<file path="config.mk">
export PLATFORM = sky130hd
export DESIGN_NAME = nco_table_loader
export DESIGN_NICKNAME = d
export VERILOG_FILES = /design/src/rtl/nco_table_loader.sv
export SDC_FILE = /design/constraint.sdc
export NUM_CORES = 1
export LEC_CHECK = 0
export ABC_AREA = 1
export CORE_MARGIN = 2
export CORE_UTILIZATION = 48
export DETAILED_ROUTE_END_ITERATION = 16
export PLACE_DENSITY = 0.85
export SYNTH_ARGS = -nofsm -noshare
export SYNTH_HDL_FRONTEND = slang
export SYNTH_SLANG_ARGS = --single-unit
export TNS_END_PERCENT = 50
</file>
<file path="constraint.sdc">
create_clock -name clk -period 2.07 [get_ports clk]
set_input_delay 0.207 -clock clk [delete_from_list [all_inputs] [get_ports clk]]
set_output_delay 0.207 -clock clk [all_outputs]
set_load 0.01 [all_outputs]
</file>
<file path="src/rtl/nco_table_loader.sv">
// Streams 512 sine samples into the NCO counter's two table write ports and holds num/denum.
// Optional NCO_LDR_CHECKSUM_EN adds chk_in/chk_err comparison of the running word sum.
module nco_table_loader #(
    parameter int DATA_W  = 16,
    parameter int ADDR_W  = 8,
    parameter int RATIO_W = 4
) (
    input  logic               clk,
    input  logic               rst,
    input  logic               start,
    input  logic               abort,
    input  logic [RATIO_W-1:0] num_in,
    input  logic [RATIO_W-1:0] denum_in,
    input  logic               s_valid,
    input  logic [DATA_W-1:0]  s_data,
    output logic               s_ready,
    output logic               csb00,
    output logic [ADDR_W-1:0]  addr00,
    output logic [DATA_W-1:0]  din00,
    output logic               csb01,
    output logic [ADDR_W-1:0]  addr01,
    output logic [DATA_W-1:0]  din01,
    output logic [RATIO_W-1:0] num,
    output logic [RATIO_W-1:0] denum,
    output logic               busy,
    output logic               done,
    output logic               err
`ifdef NCO_LDR_CHECKSUM_EN
    ,
    input  logic [DATA_W-1:0]  chk_in,
    output logic               chk_err
`endif
);

    typedef enum logic [1:0] {IDLE, LOAD0, LOAD1} state_t;

    state_t              state, state_nx;
    logic [ADDR_W-1:0]   wcnt, wcnt_nx;
    logic                s_ready_nx, busy_nx, done_nx, err_nx;
    logic                csb00_nx, csb01_nx;
    logic [ADDR_W-1:0]   addr00_nx, addr01_nx;
    logic [DATA_W-1:0]   din00_nx, din01_nx;
    logic [RATIO_W-1:0]  num_nx, denum_nx;
    logic                hs, last, start_ok;
`ifdef NCO_LDR_CHECKSUM_EN
    logic [DATA_W-1:0]   sum, sum_nx, chk, chk_nx;
    logic                chk_err_nx;
`endif

    assign hs       = s_valid & s_ready;
    assign last     = (wcnt == '1);
    assign start_ok = (num_in != '0) && (denum_in != '0) && (num_in <= denum_in);

    always_ff @(posedge clk or negedge rst) begin
        if (!rst) begin
            state   <= IDLE;
            wcnt    <= '0;
            s_ready <= 1'b0;
            busy    <= 1'b0;
            done    <= 1'b0;
            err     <= 1'b0;
            csb00   <= 1'b1;
            csb01   <= 1'b1;
            addr00  <= '0;
            addr01  <= '0;
            din00   <= '0;
            din01   <= '0;
            num     <= RATIO_W'(1);
            denum   <= RATIO_W'(1);
`ifdef NCO_LDR_CHECKSUM_EN
            sum     <= '0;
            chk     <= '0;
            chk_err <= 1'b0;
`endif
        end else begin
            state   <= state_nx;
            wcnt    <= wcnt_nx;
            s_ready <= s_ready_nx;
            busy    <= busy_nx;
            done    <= done_nx;
            err     <= err_nx;
            csb00   <= csb00_nx;
            csb01   <= csb01_nx;
            addr00  <= addr00_nx;
            addr01  <= addr01_nx;
            din00   <= din00_nx;
            din01   <= din01_nx;
            num     <= num_nx;
            denum   <= denum_nx;
`ifdef NCO_LDR_CHECKSUM_EN
            sum     <= sum_nx;
            chk     <= chk_nx;
            chk_err <= chk_err_nx;
`endif
        end
    end

    always_comb begin
        state_nx  = state;
        wcnt_nx   = wcnt;
        csb00_nx  = 1'b1;
        csb01_nx  = 1'b1;
        addr00_nx = addr00;
        addr01_nx = addr01;
        din00_nx  = din00;
        din01_nx  = din01;
        num_nx    = num;
        denum_nx  = denum;
        done_nx   = 1'b0;
        err_nx    = 1'b0;
`ifdef NCO_LDR_CHECKSUM_EN
        sum_nx     = sum;
        chk_nx     = chk;
        chk_err_nx = chk_err;
`endif
        case (state)
            IDLE: begin
                // abort in the same cycle suppresses both the load and the err pulse
                if (start && !abort) begin
                    if (start_ok) begin
                        num_nx   = num_in;
                        denum_nx = denum_in;
                        wcnt_nx  = '0;
                        state_nx = LOAD0;
`ifdef NCO_LDR_CHECKSUM_EN
                        sum_nx     = '0;
                        chk_nx     = chk_in;
                        chk_err_nx = 1'b0;
`endif
                    end else begin
                        err_nx = 1'b1;
                    end
                end
            end
            LOAD0, LOAD1: begin
                if (abort) begin
                    state_nx = IDLE;
                end else if (hs) begin
                    wcnt_nx = wcnt + ADDR_W'(1);
`ifdef NCO_LDR_CHECKSUM_EN
                    sum_nx = sum + s_data;
`endif
                    if (state == LOAD0) begin
                        csb00_nx  = 1'b0;
                        addr00_nx = wcnt;
                        din00_nx  = s_data;
                        if (last) state_nx = LOAD1;
                    end else begin
                        csb01_nx  = 1'b0;
                        addr01_nx = wcnt;
                        din01_nx  = s_data;
                        if (last) begin
                            state_nx = IDLE;
                            done_nx  = 1'b1;
`ifdef NCO_LDR_CHECKSUM_EN
                            chk_err_nx = ((sum + s_data) != chk);
`endif
                        end
                    end
                end
            end
            default: state_nx = IDLE;
        endcase
        s_ready_nx = (state_nx != IDLE);
        busy_nx    = (state_nx != IDLE);
    end

endmodule

</file>
==> results of run 1 <==
## cell families (layout without fill, tap and decap cells)
| family | after synthesis | in the layout | synth area share [%] |
|---|---|---|---|
| XOR/XNOR | 1 | 1 | 0.274 |
| adder cells (fa/ha/maj) | 9 | 9 | 3.53 |
| flip-flops | 71 | 71 | 55.8 |
| AND/OR/NAND/NOR | 127 | 127 | 17.5 |
| buffers and inverters | 64 | 162 | 9.79 |
| AO/OA/AOI/OAI | 69 | 69 | 13.1 |
## synthesized netlist by cell type
library cell / n
nand2_1: 90
dfrtp_1: 67
inv_1: 45
o21ai_0: 37
o21ai_2: 19
nand3_1: 16
o21ai_1: 11
ha_1: 9
buf_6: 6
nor2_1: 5
clkbuf_1: 4
dfstp_2: 4
inv_2: 4
nand2_2: 4
nor3_1: 3
buf_4: 2
nor2_2: 2
a21o_1: 1
a21oi_1: 1
buf_12: 1
buf_2: 1
inv_4: 1
nand2_4: 1
nand3_2: 1
nand3_4: 1
nand3b_1: 1
nand4_1: 1
nor2_4: 1
or2_2: 1
xor2_1: 1
## worst min path at each step
stage,end,slack (ns)
after floorplan,addr00[0],-0.09
after global placement,denum[3],0.04
after detailed placement,denum[3],0.05
after CTS,denum[3],0.22
after global routing,num[3],0.24
final,num[3],0.23
## per-layer routing
metal	vias up	global-route usage, %	part of all wire, %
met5	-	0	0
met4	0	8.80	2.2
met3	13	4.43	5.0
met2	66	35.3	51
met1	1201	23.6	42
li1	1261	-	-
## registers in the layout, indices dropped and copies added, names as in the netlist
name and flops:
addr00 8, addr01 8, busy 1, csb00 1
csb01 1, denum 4, din00 16, din01 16
done 1, err 1, num 4, state 2
wcnt 8
## final cells by class
class,count,area (um^2),share of cell area [%]
Clock buffer,12,135,3.14
Clock inverter,4,47.5,1.10
Inverter,50,190,4.42
Multi-Input combinational cell,206,1100,25.5
Sequential cell,71,1780,41.4
Tap cell,77,96.3,2.24
Timing Repair Buffer,96,956,22.2
## worst register-to-register path: cells and delay by family, from the launching register on
family,cells,cell delay [ns]
buf+inv,3,0.60
flops,1,0.40
simple gates,3,0.29
compound gates,1,0.09
fa+ha+maj,1,0.35
## through the flow
stage               hold slack (ns)  utilization, %  setup slack [ns]
finish                        0.232            67.4             0.275
global route                  0.240            67.4             0.117
CTS                           0.217            67.4             0.275
detailed placement           0.0515            64.4            0.0722
global placement             0.0446            64.4             0.146
floorplan                   -0.0886               -             0.511
## where the power goes
group	leakage [uW]	switching, uW	total, uW	internal, uW
combinational	0.00102	836	1840	1000
clock	0.0000904	496	1050	554
sequential	0.000937	244	2070	1830
total	0.00205	1580	4960	3390
## repair_timing
item                                   4_1_cts  5_1_grt
endpoints found under the hold margin       28        0
hold buffers                                 1        0
buffers inserted                             0        0
==> metrics.md, run 1 <==
| Metric | Value |
|---|---|
| Headroom to the max-slew limit | `about 65%` |
| Setup_tns | `0 ns` |
| R2R Path End | `addr01[1]` |
| Vias/cell | `between 4 and 5` |
| Core box area | `approximately 6400 um^2` |
| Rows | `29` |
| Leading cell type in the layout, fill and taps excluded | `nand2_1` |
| CTS tree | `yes` |
| RSZ-0062 raised after global routing | `false` |
| Worst EP arrival | `a little over 2 ns` |
| Final non-filler cell total | `around 520` |
| Critical-path cell list | `inv_1 -> ha_1 -> inv_4 -> nor2_4 -> nand3_2 -> buf_4 -> nand2_1 -> o21ai_2` |
| Gpl congestion | `roughly 0.86` |
| CP Launch Point | `state[0]` |
| Post-route cell area | `approximately 4300 um^2` |
| Synth top area share | `52.5%` |
| Register area share after synthesis | `a little under three fifths` |
| Placed Cells | `approximately 500` |
| Power per standard cell area | `around 1200 nW/um^2` |
| CP Max Fanout | `49` |
| Avg Cell Area, Syn | `between 9 and 10 um^2` |
| Pre-Repair DR Iteration Count | `5` |
| CP peak stage delay | `0.42 ns` |
| Worst reg2reg path depth | `8` |
| Initial drt markers | `112` |
| Status | `finished, final reports clean` |
| Total CTS buffers | `9` |
| Yosys warns | `0` |
| Endpoint class of the critical path | `register` |
| Fraction of layout cells with a size suffix above 1 | `a little over an eighth` |
| H-Tree Level Count | `3` |
| Antenna diode count | `0` |
| Vias in the first global route | `roughly 2600` |
| DRT Wirelength | `~6900 um` |
| DR DRC count | `0` |
| Worst flop-to-flop path startpoint | `state[0]` |
| Root Buffer | `clkbuf_8` |
| Max-cap viol count | `0` |
| # fillers | `about 500` |
| Most frequent cells in the layout | `nand2_1 (90), clkdlybuf4s50_1 (89), dfrtp_1 (67)` |
| CP delay by family, top | `buffers and inverters` |
| Mapped cell area | `~3200 um^2` |
| Final min period | `1.80 ns` |
| Die area | `7320 um^2` |
| Least-Margin Pin Slew | `about 0.52 ns` |
| P&R area growth vs syn | `34.8%` |
| Worst R2R Setup Slack | `0.27 ns` |
| Crit path capture | `addr01[1]` |
| Post-DR wirelength/cell | `around 13 um` |
| Final setup violation count | `0` |
| Max Slew Vio Count | `0` |
| Initial antenna violation count | `0` |
| Hold crit path type | `input pin to async pin` |
| Worst vdd rail ir drop | `roughly 0.00076 V` |
| Worst Path Required | `2.33 ns` |
| First-pass GRT wire length | `11500 um` |
| DP Wirelength | `a little under 5000 um` |
| Worst Skew | `0.00906 ns` |
| Die W | `~86 um` |
| Clock insertion delay at the later pin of the skew report | `roughly 0.34 ns` |
| Yosys reg bits | `71` |
| Chip height | `85.6 um` |
| Kind of critical path | `register to register` |
| Cts repair resizes | `0` |
| Overflow after GRT | `0` |
| Period utilization | `a little under 90%` |
| CP Depth | `8` |
| Largest net degree at the start of global routing | `50` |
| Total power | `roughly 5000 uW` |
| Mapped Cells | `341` |
| Leakage | `between 0.002 and 0.0025 uW` |
| Initial Utilization | `about half` |
| Clock transition at path regs | `0.07 ns` |
| WP buf/inv | `3` |
| Clock Sinks | `71` |
| Via count | `approximately 2500` |
| Syn_nets | `~380` |
| Synth unique cells | `30` |
| Nets | `472` |
| Boundary pin count | `91` |
| GR Util All Layers | `between 20% and 30%` |
| Final ANT Viol Nets | `0` |
| Hold Vio Cnt, Final | `0` |
| Crit-path slowest cell | `buf_4` |
| Crit start category | `register` |
| Fmax | `approximately 0.56 GHz` |
| Post-DP Area | `4110 um^2` |
| Yosys top cell by area | `dfrtp_1` |
| Clk buf depth | `2` |
| Port Buffer Count | `90` |
| Main area contributors after synthesis | `dfrtp_1 (52%), nand2_1 (11%), o21ai_0 (5.8%)` |
No activity file was read; power rests on OpenSTA's default activity.
==> run 2: changes to the inputs <==
- HOLD_SLACK_MARGIN: unset -> 0.1
==> results of run 2 <==
The final DEF is identical to that of run 1; final timing and power are the same.
